$ cat src/rtl/apb_slave_regs_if.sv
// APB3 bus bundle between the team's APB master FSM and the register-bank completer.
// The master modport drives the request side; the slave modport drives the response side.
interface apb_slave_regs_if;
   logic        i_psel;
   logic        i_penable;
   logic        i_pwrite;
   logic [31:0] i_paddr;
   logic [31:0] i_pwdata;
   logic        o_pready;
   logic [31:0] o_prdata;
   logic        o_pslverr;

   modport master (
      output i_psel, i_penable, i_pwrite, i_paddr, i_pwdata,
      input  o_pready, o_prdata, o_pslverr
   );

   modport slave (
      input  i_psel, i_penable, i_pwrite, i_paddr, i_pwdata,
      output o_pready, o_prdata, o_pslverr
   );
endinterface

$ cat src/rtl/apb_slave_regs.sv
// APB3 completer with NUM_REGS-1 read/write registers and a read-only hardware status word.
// It inserts WAIT_CYCLES wait states per access and raises PSLVERR on illegal accesses.
module apb_slave_regs #(
   parameter int unsigned NUM_REGS    = 16,
   parameter int unsigned WAIT_CYCLES = 2,
   parameter logic [31:0] RESET_VAL   = 32'h0000_0000
) (
   input  logic                   i_clk_apb,
   input  logic                   i_rst_apb,
   apb_slave_regs_if.slave        apb,
   input  logic [31:0]            i_status,
   output logic [NUM_REGS*32-1:0] o_reg_flat
);
   localparam int unsigned      IDX_W      = $clog2(NUM_REGS);
   localparam logic [IDX_W-1:0] TOP_IDX    = IDX_W'(NUM_REGS - 1);
   localparam logic [31:0]      ADDR_LIMIT = 32'(NUM_REGS * 4);
   localparam logic [3:0]       WAIT_INIT  = 4'(WAIT_CYCLES);

   localparam logic [1:0] S_IDLE = 2'd0;
   localparam logic [1:0] S_WAIT = 2'd1;
   localparam logic [1:0] S_RESP = 2'd2;

   logic [1:0]       state_q,   state_d;
   logic [3:0]       cnt_q,     cnt_d;
   logic             wr_q,      wr_d;
   logic             err_q,     err_d;
   logic [IDX_W-1:0] idx_q,     idx_d;
   logic [31:0]      wdata_q,   wdata_d;
   logic             pready_q,  pready_d;
   logic             pslverr_q, pslverr_d;
   logic [31:0]      prdata_q,  prdata_d;

   logic [IDX_W-1:0] dec_idx;
   logic             dec_err;
   logic             setup_seen;
   logic             enter_resp;
   logic             commit;
   logic [31:0]      rd_view [NUM_REGS];

   assign dec_idx    = apb.i_paddr[IDX_W+1:2];
   assign dec_err    = (apb.i_paddr >= ADDR_LIMIT) || (apb.i_paddr[1:0] != 2'b00)
                     || (apb.i_pwrite && (dec_idx == TOP_IDX));
   assign setup_seen = (state_q == S_IDLE) && apb.i_psel && !apb.i_penable;

   // A write lands only if the master is still in the access phase when RESP ends.
   assign commit = (state_q == S_RESP) && wr_q && !err_q && apb.i_psel && apb.i_penable;

   genvar gi;
   generate
      for (gi = 0; gi < NUM_REGS - 1; gi++) begin : g_rw
         logic [31:0] rw_q;

         always_ff @(posedge i_clk_apb or posedge i_rst_apb) begin
            if (i_rst_apb) begin
               rw_q <= RESET_VAL;
            end else if (commit && (idx_q == IDX_W'(gi))) begin
               rw_q <= wdata_q;
            end
         end

         assign rd_view[gi] = rw_q;
      end

      for (gi = 0; gi < NUM_REGS; gi++) begin : g_flat
         assign o_reg_flat[gi*32 +: 32] = rd_view[gi];
      end
   endgenerate

   assign rd_view[NUM_REGS-1] = i_status;

   always_comb begin
      state_d    = state_q;
      cnt_d      = cnt_q;
      wr_d       = wr_q;
      err_d      = err_q;
      idx_d      = idx_q;
      wdata_d    = wdata_q;
      enter_resp = 1'b0;
      case (state_q)
         S_IDLE: begin
            if (setup_seen) begin
               wr_d    = apb.i_pwrite;
               err_d   = dec_err;
               idx_d   = dec_idx;
               wdata_d = apb.i_pwdata;
               if (WAIT_CYCLES == 0) begin
                  state_d    = S_RESP;
                  enter_resp = 1'b1;
               end else begin
                  state_d = S_WAIT;
                  cnt_d   = WAIT_INIT;
               end
            end
         end
         S_WAIT: begin
            if (!apb.i_psel) begin
               state_d = S_IDLE;
               cnt_d   = 4'd0;
            end else begin
               cnt_d = cnt_q - 4'd1;
               if (cnt_q == 4'd1) begin
                  state_d    = S_RESP;
                  enter_resp = 1'b1;
               end
            end
         end
         default: begin
            state_d = S_IDLE;
            cnt_d   = 4'd0;
         end
      endcase
   end

   // Response fields use the decode being latched this edge, which matters when WAIT_CYCLES is 0.
   always_comb begin
      pready_d  = enter_resp;
      pslverr_d = enter_resp && err_d;
      prdata_d  = (enter_resp && !wr_d && !err_d) ? rd_view[idx_d] : 32'h0;
   end

   always_ff @(posedge i_clk_apb or posedge i_rst_apb) begin
      if (i_rst_apb) begin
         state_q   <= S_IDLE;
         cnt_q     <= 4'd0;
         wr_q      <= 1'b0;
         err_q     <= 1'b0;
         idx_q     <= '0;
         wdata_q   <= 32'h0;
         pready_q  <= 1'b0;
         pslverr_q <= 1'b0;
         prdata_q  <= 32'h0;
      end else begin
         state_q   <= state_d;
         cnt_q     <= cnt_d;
         wr_q      <= wr_d;
         err_q     <= err_d;
         idx_q     <= idx_d;
         wdata_q   <= wdata_d;
         pready_q  <= pready_d;
         pslverr_q <= pslverr_d;
         prdata_q  <= prdata_d;
      end
   end

   assign apb.o_pready  = pready_q;
   assign apb.o_pslverr = pslverr_q;
   assign apb.o_prdata  = prdata_q;
endmodule

$ cat src/flat_wrapper.sv
// flat-port wrapper written by rule: the top's interface ports become plain ports
module apb_slave_regs_flat 
#(
   parameter int unsigned NUM_REGS    = 16,
   parameter int unsigned WAIT_CYCLES = 2,
   parameter logic [31:0] RESET_VAL   = 32'h0000_0000
)
  (i_clk_apb, i_rst_apb, i_status, o_reg_flat, apb_i_psel, apb_i_penable, apb_i_pwrite, apb_i_paddr, apb_i_pwdata, apb_o_pready, apb_o_prdata, apb_o_pslverr);
  apb_slave_regs_if apb_i ();
  input  logic i_clk_apb;
  input  logic i_rst_apb;
  input  logic [31:0] i_status;
  output logic [NUM_REGS*32-1:0] o_reg_flat;
  input wire logic [$bits(apb_i.i_psel)-1:0] apb_i_psel;
  input wire logic [$bits(apb_i.i_penable)-1:0] apb_i_penable;
  input wire logic [$bits(apb_i.i_pwrite)-1:0] apb_i_pwrite;
  input wire logic [$bits(apb_i.i_paddr)-1:0] apb_i_paddr;
  input wire logic [$bits(apb_i.i_pwdata)-1:0] apb_i_pwdata;
  output wire logic [$bits(apb_i.o_pready)-1:0] apb_o_pready;
  output wire logic [$bits(apb_i.o_prdata)-1:0] apb_o_prdata;
  output wire logic [$bits(apb_i.o_pslverr)-1:0] apb_o_pslverr;
  assign apb_i.i_psel = apb_i_psel;
  assign apb_i.i_penable = apb_i_penable;
  assign apb_i.i_pwrite = apb_i_pwrite;
  assign apb_i.i_paddr = apb_i_paddr;
  assign apb_i.i_pwdata = apb_i_pwdata;
  assign apb_o_pready = apb_i.o_pready;
  assign apb_o_prdata = apb_i.o_prdata;
  assign apb_o_pslverr = apb_i.o_pslverr;
  apb_slave_regs #(.NUM_REGS(NUM_REGS), .WAIT_CYCLES(WAIT_CYCLES), .RESET_VAL(RESET_VAL)) u_core (.i_clk_apb(i_clk_apb), .i_rst_apb(i_rst_apb), .apb(apb_i), .i_status(i_status), .o_reg_flat(o_reg_flat));
endmodule
$ cat config.mk
export PLATFORM = sky130hd
export DESIGN_NAME = apb_slave_regs_flat
export DESIGN_NICKNAME = d
export VERILOG_FILES = /design/src/rtl/apb_slave_regs_if.sv /design/src/rtl/apb_slave_regs.sv /design/src/flat_wrapper.sv
export SDC_FILE = /design/constraint.sdc
export NUM_CORES = 1
export LEC_CHECK = 0
export ABC_AREA = 1
export CAP_MARGIN = 20
export CORE_AREA = 3 3 252 254
export CTS_CLUSTER_DIAMETER = 40
export DETAILED_ROUTE_END_ITERATION = 8
export DIE_AREA = 0 0 255 257
export PLACE_DENSITY = 0.68
export SYNTH_ARGS = -nofsm -noshare
export SYNTH_HDL_FRONTEND = slang
export SYNTH_SLANG_ARGS = --single-unit
export TNS_END_PERCENT = 1
$ cat constraint.sdc
create_clock -name i_clk_apb -period 25.5 [get_ports i_clk_apb]
set_input_delay 3.825 -clock i_clk_apb [delete_from_list [all_inputs] [get_ports i_clk_apb]]
set_output_delay 3.825 -clock i_clk_apb [all_outputs]
set_load 0.005 [all_outputs]
==> Word-level counts from Yosys, hierarchy flattened <==
Cells that the tools add are included.
{ "op_classes": {"addsub": 1, "n_mul": 0, "div": 0, "n_lt_le_gt_ge": 2, "eq_ne": 20, "n_shift": 0, "n_mux": 20, "bitwise": 1, "reduce_logical": 36} }
{ "ops": {"columns": ["operator", "n"], "rows": [
  ["binary-select mux 32 bit (select 4 bit)", 1],
  ["two-way mux 32 bit", 3],
  ["== test 4 bit (second input constant)", 8],
  ["greater-or-equal comparator 32 x 7 -> 1 bit (second input constant)", 1],
  ["logical AND 1 bit", 25],
  ["== test 4 x 3 -> 1 bit (second input constant)", 4],
  ["two-way mux 4 bit", 4],
  ["== test 4 x 1 -> 1 bit (second input constant)", 2],
  ["== test 4 x 2 -> 1 bit (second input constant)", 2],
  ["case mux 4 bit (2 select lines)", 1],
  ["two-way mux 1 bit", 7],
  ["two-way mux 2 bit", 3],
  ["greater-or-equal comparator 5 bit (second input constant)", 1],
  ["NOT 4 -> 5 bit", 1],
  ["zero test 1 bit", 4],
  ["zero test 4 bit", 1],
  ["case mux 2 bit (2 select lines)", 1],
  ["AND reduction 2 bit", 2],
  ["subtractor 4 x 1 -> 4 bit (second input constant)", 1],
  ["!= test 3 x 2 -> 1 bit (second input constant)", 1],
  ["== test 2 x 1 -> 1 bit (second input constant)", 1],
  ["== test 2 bit (second input constant)", 1],
  ["zero test 2 bit", 1],
  ["logical OR 1 bit", 2],
  ["other kinds (2)", 2]
]} }
{ "word_totals": {"regBits": 558, "latchBits": 0, "ramBits": 0, "romBits": 0, "input_bits": 101, "out_inout_bits": 546, "word_cells": 104, "mem_count": 0} }

==> Depth between registers and ports, before layout <==
Gate-level depths: netlist of the first run.
{ "depth": {"ltp_word": 10, "ltp_mapped": 13, "ltp_nobuf": 12} }

==> Least setup slack after synthesis of the first run <==
No wires, ideal clock.
{ "synth_path": {"path_type": "in2out", "start": "input i_status[0]", "end": "output o_reg_flat[480]", "arrival_ns": 3.936, "required_ns": 21.675, "setup_slack_ns": 17.739, "stages": 1, "n_path_buf": 1, "path_cell_list": "buf_4"} }
{ "synth_rtl": {"columns": ["item", "line", "text"], "rows": [
  ["from (decl)", "flat_wrapper.sv:12", "input logic [31:0] i_status;"],
  ["to (decl)", "flat_wrapper.sv:13", "output logic [NUM_REGS*32-1:0] o_reg_flat;"]
]} }
No word-level cell between the ends.

==> Final worst setup path of the first run <==
{ "layout_path": {"start": "input i_status[4]", "end": "output o_reg_flat[484]"} }
No word-level cell between the ends.

==> results of run 1 <==
==> metrics by stage <==
stage	hold WS [ns]	std cells	utilization [%]	cell area (um2)
finish	0.506	4473	56.8	34900
global route	0.527	4473	56.8	34900
CTS	0.507	4471	56.7	34900
detailed placement	0.495	4300	51.6	31700
global placement	0.488	4300	51.6	31700
floorplan	0.489	3107	-	25100
==> flip-flops by register name, summed over array words and instances (netlist names) <==
register / count
u_core.idx_q: 4
u_core.g_rw.rw_q: 480
u_core.apb.o_pready: 1
u_core.err_q: 1
u_core.apb.o_pslverr: 1
u_core.wr_q: 1
u_core.wdata_q: 32
u_core.cnt_q: 4
u_core.state_q: 2
u_core.apb.o_prdata: 32
==> per-layer routing <==
layer,share of wire [%],vias to the layer above,track usage (%)
li1,-,11200,-
met1,39,11800,37.9
met2,47,1119,50.0
met3,9.6,240,8.77
met4,4.3,0,13.3
met5,0,-,0
==> power breakdown <==
group          internal [mW]  total (mW)  leakage, nW  switching (mW)
Sequential             0.906       0.917         7.73          0.0116
Combinational          0.119       0.496         5.64           0.377
Clock                  0.799        1.27         1.53           0.470
Total                   1.82        2.68         14.9           0.859
==> logic make-up after synthesis <==
logic type | share of synthesized area (%)
fa+ha+maj | 0.0996
simple gates | 27.8
xor+xnor | 0.0349
buf+inv | 6.04
compound gates | 10.4
flops | 55.6
==> worst min-delay path by stage <==
stage | startpoint | endpoint | cells after the start
after global routing | u_core.g_rw[4].rw_q[19]$_DFFE_PP0P_ | u_core.g_rw[4].rw_q[19]$_DFFE_PP0P_ | 2
after global placement | u_core.g_rw[9].rw_q[18]$_DFFE_PP0P_ | u_core.g_rw[9].rw_q[18]$_DFFE_PP0P_ | 2
after floorplan | u_core.cnt_q[0]$_DFFE_PP0P_ | u_core.cnt_q[0]$_DFFE_PP0P_ | 1
after detailed placement | u_core.g_rw[1].rw_q[16]$_DFFE_PP0P_ | u_core.g_rw[1].rw_q[16]$_DFFE_PP0P_ | 2
after CTS | u_core.g_rw[9].rw_q[18]$_DFFE_PP0P_ | u_core.g_rw[9].rw_q[18]$_DFFE_PP0P_ | 2
final | u_core.g_rw[3].rw_q[11]$_DFFE_PP0P_ | u_core.g_rw[3].rw_q[11]$_DFFE_PP0P_ | 2
==> synthesized netlist by cell type (all sizes together) <==
| library cell | number | share of area (%) |
|---|---|---|
| inv | 66 | 0.99 |
| nand2 | 1118 | 17 |
| o21ai | 518 | 10 |
| ha | 2 | 0.10 |
| buf | 125 | 2.9 |
| nand3b | 1 | 0.030 |
| nor3b | 1 | 0.030 |
| nand4 | 9 | 0.35 |
| and2 | 1 | 0.025 |
| dfrtp | 558 | 56 |
| nor3 | 2 | 0.080 |
| xor2 | 1 | 0.035 |
| a21oi | 3 | 0.060 |
| clkbuf | 147 | 2.2 |
| nor4 | 2 | 0.050 |
| nand3 | 428 | 8.6 |
| nor2 | 125 | 1.9 |
==> worst register-to-register path: cells and delay by family (launching register included) <==
family,cells,cell delay [ns]
buffers and inverters,3,1.83
DFF,1,0.40
and+or+nand+nor,9,1.85
==> final cells by class <==
class	count	share of cell area (%)
clock buffers	110	7.23
clock inverters	61	1.91
inverters	66	0.738
multi-input cells	2211	28.0
flip-flops and latches	558	40.0
well taps	790	2.83
repair buffers	677	19.3
==> out/metrics.cfg, run 1 <==
[finish]
synthToLayoutAreaGrowth_pct = 39.1
nFillCells = 5506
diodes = 0
mostFrequentLayoutCell = nand2_1
drive_above_1_share_pct = 6.22
multi_input_area_um2 = 9780
final_cell_mix = 1106 x nand2_1, 646 x clkdlybuf4s50_1, 558 x dfrtp_1
seq_area_um2 = 14000
fin_nets = 3710

[floorplanning]
die_area_um2 = 65500
rows = 91
die_height_um = 257
die_w_um = 255
initial_core_util_pct = 40.8
fp.coreArea_um2 = 61500
ioPinCount = 647

[synth]
synth_nets = 3210
yosysWarnings = 0
ys_seq_elements = 558
ys_seq_area_share_pct = 55.6
ys_types = 28
synth_area_per_cell_um2 = 8.08
netlist_instances = 3107
syn_area_um2 = 25100

[setup_path]
r2r-start = u_core.state_q[1]$_DFFE_PP0P_
crit_start = i_status[4]
r2r_end = u_core.apb.o_prdata[22]$_DFF_PP0_
crit_top_cell = clkdlybuf4s50_1
crit_chain = clkdlybuf4s50_1, clkdlybuf4s50_1
startpoint_type = input port
crit_buf_inv = 2
crit_family = buffers and inverters
crit_required_ns = 21.67
cp.arrival_ns = 4.92
cp_slowest_stage_delay_ns = 0.55
endpoint = o_reg_flat[484]
crit_fanout = 2
cp-end-kind = output port
crit_cells = 2
critPathKind = input port to output port
r2r_cells = 12
rrSetupSlack_ns = 21.28
critical-path-slowest-cell = clkdlybuf4s50_1

[timing]
setup_viol = 0
rsz0062_at_grt = false
min_period_ns = 8.74
skew_ns = 0.0249
report.final.slew_viol_count = 0
tightest_slew_ns = 1.07
fmax_ghz = 0.114
setup_ws_ns = 16.76
hold_violations = 0
final.setup.tns_ns = 0
period_share_pct = 34.3
max_slew_margin_pct = 28.2

[grt]
globalRouteOverflowTotal = 0
grt_pass1_wl_mm = 151
grt_max_degree = 160
grtUsageTotal_pct = 30.6
grt_pass1_vias = 23500
antenna_found_initial = 0

[drt]
vias = 24300
wirelength_mm = 102
drc = 0
wl_per_cell_um = 22.9
first_pass_iters = 5
via_per_inst = 5.44
first_iter_violations = 2079
antenna_left = 0

[clocking]
clock_latency_ns = 0.62
cts-root-buf = clkbuf_16
cts_resized = 0
cts_buffers = 93
holdBufCountCts = 0
clkTransAtPathRegs_ns = 0.06
cts_buffer_depth = 3
cts_tree = built
htreeDepth = 3
numClockSinks = 558
cts_setup_buffers = 0

[place]
gp_congestion = 0.914
place_ws_ns = 16.74
dpl.hpwl_mm = 64.1
portBuffers = 646

[status]
status = complete, no violations

[power_and_ir_drop]
power_mw = 2.68
p_leak_nw = 14.9
power.density_nw_per_um2 = 76.8
ir_drop_v = 0.0000576

[job]
drv_cap = 0

[hold_path]
hp-class = flop to flop

(Power assumes the default switching activity.)
==> inputs of run 2 (changes only) <==
- CORE_AREA: 3 3 252 254 -> 3 3 248 250
- DIE_AREA: 0 0 255 257 -> 0 0 251 253
- PLACE_DENSITY: 0.68 -> 0.73
- clock period: 25.5 -> 7.9 ns (I/O delays scaled with it)
==> out/metrics.cfg, run 2 (synthesized netlist as in run 1, its figures left out) <==
[finish]
nFillCells = 5148
synthToLayoutAreaGrowth_pct = 39.6
largest_reg_flops = 480
multi_input_area_um2 = 9770
diodes = 0
final_cell_mix = 1106 x nand2_1, 646 x clkdlybuf4s50_1, 558 x dfrtp_1
fin_nets = 3709
layout.cells.non_filler = 4452
regMostFlops = u_core.g_rw.rw_q
drive_above_1_share_pct = 6.17
fin_util_pct = 59.2
seq_area_um2 = 14000
mostFrequentLayoutCell = nand2_1

[hold_path]
min_path_cells = 2
hp-class = flop to flop

[floorplanning]
die_height_um = 253
die_w_um = 251
ioPinCount = 647
die_area_um2 = 63500
rows = 89
initial_core_util_pct = 42.4
fp.coreArea_um2 = 59200

[drt]
vias = 24600
wl_per_cell_um = 22.5
drc = 0
wirelength_mm = 100
via_per_inst = 5.53
first_pass_iters = 5
antenna_left = 0
first_iter_violations = 2530

[clocking]
cts-root-buf = clkbuf_16
cts_setup_buffers = 0
cts_buffers = 89
clock_latency_ns = 0.64
numClockSinks = 558
cts_buffer_depth = 3
holdBufCountCts = 0
cts_tree = built
cts_resized = 0
htreeDepth = 3
clkTransAtPathRegs_ns = 0.05

[setup_path]
cp.arrival_ns = 5.00
crit_required_ns = 8.43
startpoint_type = input port
r2r_cells = 13
crit_fanout = 165
critPathKind = input port to flop
cp-end-kind = flop

[grt]
grt_pass1_vias = 23800
grt_pass1_wl_mm = 150
grtUsageTotal_pct = 30.9
antenna_found_initial = 1
globalRouteOverflowTotal = 0
grt_max_degree = 182

[place]
dpl.hpwl_mm = 63.7
portBuffers = 646
place_ws_ns = 3.06
place_inst = 4286
gp_congestion = 0.891

[timing]
skew_ns = 0.0408
max_slew_margin_pct = 26.0
setup_ws_ns = 3.43
tightest_slew_ns = 1.11
rsz0062_at_grt = false
setup_viol = 0
report.final.slew_viol_count = 0
hold_violations = 0
fmax_ghz = 0.224
min_period_ns = 4.47
period_share_pct = 56.6

[job]
drv_cap = 0

[power_and_ir_drop]
p_leak_nw = 14.9
power_mw = 8.70
power.density_nw_per_um2 = 248
ir_drop_v = 0.000184

[status]
status = complete, no violations

run 2: cell count changes in the layout (fill, tap and decap cells not counted), sizes merged:
| cell | previous run | this run |
|---|---|---|
| bufinv | 8 | 13 |
| inv | 83 | 72 |
| clkinv | 22 | 25 |
| clkinvlp | 14 | 10 |
| buf | 31 | 34 |
run 2: routing by layer:
layer | track usage (%) | wire [um] | up-vias
met4 | 14.3 | 4750 | 0
met1 | 38.6 | 37800 | 11800
li1 | - | - | 11100
met3 | 8.78 | 10400 | 274
met5 | 0 | 0 | -
met2 | 50.1 | 47300 | 1384
run 2: critical path, cell delays in order:
cell             delay, ns
clkdlybuf4s50_1       0.56
inv_2                 0.06
nor2_4                0.11
nand2_2               0.21
nand2_2               0.11
buf_4                 0.49
nand2_4               0.72
buf_12                0.50
nand2_1               0.21
nand3_1               0.08
nand2_1               0.07
nand2_1               0.05
nand3_1               0.11
nand2_1               0.06
nor2_1                0.11
run 2: power by group:
group | internal [mW] | switching (mW) | total [mW] | leakage, nW
registers | 2.92 | 0.0366 | 2.96 | 7.73
clock network | 2.69 | 1.49 | 4.18 | 1.57
logic | 0.393 | 1.17 | 1.56 | 5.63
run 2: metrics by stage:
step	TNS, ns	cell area [um2]	hold WS (ns)
after detailed placement	0	31700	0.494
after CTS	0	35000	0.507
final	0	35000	0.505
after global placement	0	31700	0.490
after floorplan	-491.46	25100	0.489
after global routing	0	35000	0.525
run 2: path summary, 6_finish.rpt:
kind                                                          start                                   to  slack (ns)
worst max-delay path                                     apb_i_psel    u_core.apb.o_prdata[30]$_DFF_PP0_        3.43
worst min-delay path            u_core.g_rw[3].rw_q[19]$_DFFE_PP0P_  u_core.g_rw[3].rw_q[19]$_DFFE_PP0P_        0.51
worst max register to register        u_core.state_q[0]$_DFFE_PP0P_    u_core.apb.o_prdata[30]$_DFF_PP0_        4.08
worst min register to register  u_core.g_rw[3].rw_q[19]$_DFFE_PP0P_  u_core.g_rw[3].rw_q[19]$_DFFE_PP0P_        0.51
max in group asynchronous                                 i_rst_apb  u_core.g_rw[2].rw_q[11]$_DFFE_PP0P_        5.05
min in group asynchronous                                 i_rst_apb  u_core.g_rw[2].rw_q[24]$_DFFE_PP0P_        1.03
run 2: cell type report:
type	count	area share, %
Sequential cell	558	39.8
Multi-Input combinational cell	2211	27.9
Tap cell	773	2.76
Clock buffer	110	7.07
Clock inverter	54	2.24
Timing Repair Buffer	680	19.5
Inverter	66	0.725
==> inputs of run 3 (changes only) <==
- clock period: 7.9 -> 4.1 ns (I/O delays scaled with it)
==> out/metrics.cfg, run 3 (synthesized netlist as in run 1, its figures left out) <==
[grt]
globalRouteOverflowTotal = 0
antenna_found_initial = 0
grt_max_degree = 91
grt_pass1_vias = 24100
grt_pass1_wl_mm = 151
grtUsageTotal_pct = 31.4

[drt]
first_iter_violations = 2280
wirelength_mm = 102
first_pass_iters = 6
drc = 0
antenna_left = 0
vias = 25000
wl_per_cell_um = 22.7
via_per_inst = 5.58

[setup_path]
crit_cells = 12
crit_top_cell = nor2_1
rrSetupSlack_ns = 1.34
endpoint = u_core.apb.o_prdata[28]$_DFF_PP0_
crit_required_ns = 4.65
startpoint_type = input port
cp.arrival_ns = 3.40
r2r-start = u_core.state_q[1]$_DFFE_PP0P_
critPathKind = input port to flop
cp-end-kind = flop
crit_family = simple AND/OR/NAND/NOR gates
crit_fanout = 19
critical-path-slowest-cell = nor2_4
r2r_cells = 10
crit_buf_inv = 4
cp_slowest_stage_delay_ns = 0.64
crit_chain = clkdlybuf4s50_1, inv_2, nor2_4, nand2_2, inv_2, nand4_1, nor2_1, nor2_1, nor2_4, buf_4, nand2_1, nor2_1
crit_start = apb_i_psel
r2r_end = u_core.apb.o_prdata[28]$_DFF_PP0_

[power_and_ir_drop]
clkPwrFrac_pct = 44.1
power.density_nw_per_um2 = 456
ir_drop_v = 0.000335
p_leak_nw = 14.9
intPower_mw = 10.8
p_switching_mw = 5.11
pwr-share-seq_pct = 35.8
p_sw_share_pct = 32.1
pwr-share-comb_pct = 20.1
power_mw = 15.9

[clocking]
cts_resized = 0
cts_tree = built
numClockSinks = 558
cts_buffers = 82
holdBufCountCts = 0
cts_setup_buffers = 0
htreeDepth = 3
cts-root-buf = clkbuf_16
clock_latency_ns = 0.63
cts_buffer_depth = 3
clkTransAtPathRegs_ns = 0.05

[timing]
skew_ns = 0.0262
tightest_slew_ns = 1.02
max_slew_margin_pct = 31.9
rsz0062_at_grt = false
fmax_ghz = 0.351
holdWs_ns = 0.509
report.final.slew_viol_count = 0
hold_violations = 0
period_share_pct = 69.5
setup_viol = 0
min_period_ns = 2.85
setup_ws_ns = 1.25

[finish]
largest_reg_flops = 480
fin_util_pct = 59.0
nFillCells = 5238
drive_above_1_share_pct = 6.80
mostFrequentLayoutCell = nand2_1
fin_nets = 3743
diodes = 0
final_cell_mix = 1106 x nand2_1, 646 x clkdlybuf4s50_1, 558 x dfrtp_1
regMostFlops = u_core.g_rw.rw_q
synthToLayoutAreaGrowth_pct = 39.2
layout.cells.non_filler = 4481

[floorplanning]
die_height_um = 253
die_area_um2 = 63500
die_w_um = 251
ioPinCount = 647
initial_core_util_pct = 42.4
fp.coreArea_um2 = 59200
rows = 89

[job]
drv_cap = 0

[hold_path]
hp-class = flop to flop

[place]
gp_congestion = 0.917
place_ws_ns = 0.667
place_inst = 4329
dpl.hpwl_mm = 67.6
portBuffers = 646

[status]
status = complete, no violations

[run 3: stage by stage]
step                setup TNS, ns  cell area, um2
finish                          0           35000
global route                    0           35000
detailed placement              0           32200
CTS                             0           35000
global placement                0           32200
floorplan                -2293.80           25100
[run 3: layer usage]
| layer | vias to the layer above | global-route usage [%] | wire length [um] |
|---|---|---|---|
| met2 | 1478 | 51.6 | 48500 |
| li1 | 11200 | - | - |
| met5 | - | 0 | 0 |
| met4 | 0 | 13.5 | 4670 |
| met3 | 269 | 7.91 | 10400 |
| met1 | 12100 | 39.6 | 38300 |
[run 3: how the worst min path moves through the flow]
stage | start | endpoint | slack (ns) | depth (start not counted)
2_1_floorplan | u_core.cnt_q[0]$_DFFE_PP0P_ | u_core.cnt_q[0]$_DFFE_PP0P_ | 0.49 | 1
3_3_place_gp | u_core.g_rw[13].rw_q[15]$_DFFE_PP0P_ | u_core.g_rw[13].rw_q[15]$_DFFE_PP0P_ | 0.49 | 2
3_5_place_dp | u_core.g_rw[11].rw_q[8]$_DFFE_PP0P_ | u_core.g_rw[11].rw_q[8]$_DFFE_PP0P_ | 0.50 | 2
4_1_cts | i_rst_apb | u_core.g_rw[5].rw_q[24]$_DFFE_PP0P_ | 0.51 | 2
5_1_grt | u_core.g_rw[2].rw_q[13]$_DFFE_PP0P_ | u_core.g_rw[2].rw_q[13]$_DFFE_PP0P_ | 0.53 | 2
6_report | u_core.g_rw[11].rw_q[8]$_DFFE_PP0P_ | u_core.g_rw[11].rw_q[8]$_DFFE_PP0P_ | 0.51 | 2
[run 3: worst min-delay path: stages (launching register included)]
cell and delay [ns]:
dfrtp_1 0.36, nand2_1 0.05, o21ai_0 0.06
[run 3: power groups by stage]
stage                     sequential (mW)  combinational [mW]  clock, mW
final                                5.70                3.21       7.03
after global routing                 5.71                3.48       7.33
after CTS                            5.70                3.18       7.09
after detailed placement             5.80                3.17          0
after global placement               5.79                3.14          0
after floorplan                      5.77                2.07          0
[run 3: final cells by class]
| class | instances | area [um2] | share of cell area (%) |
|---|---|---|---|
| Sequential cell | 558 | 14000 | 39.9 |
| Multi-Input combinational cell | 2211 | 9770 | 27.9 |
| Inverter | 66 | 254 | 0.727 |
| Clock inverter | 51 | 510 | 1.46 |
| Clock buffer | 101 | 2260 | 6.46 |
| Tap cell | 773 | 967 | 2.77 |
| Timing Repair Buffer | 721 | 7240 | 20.7 |
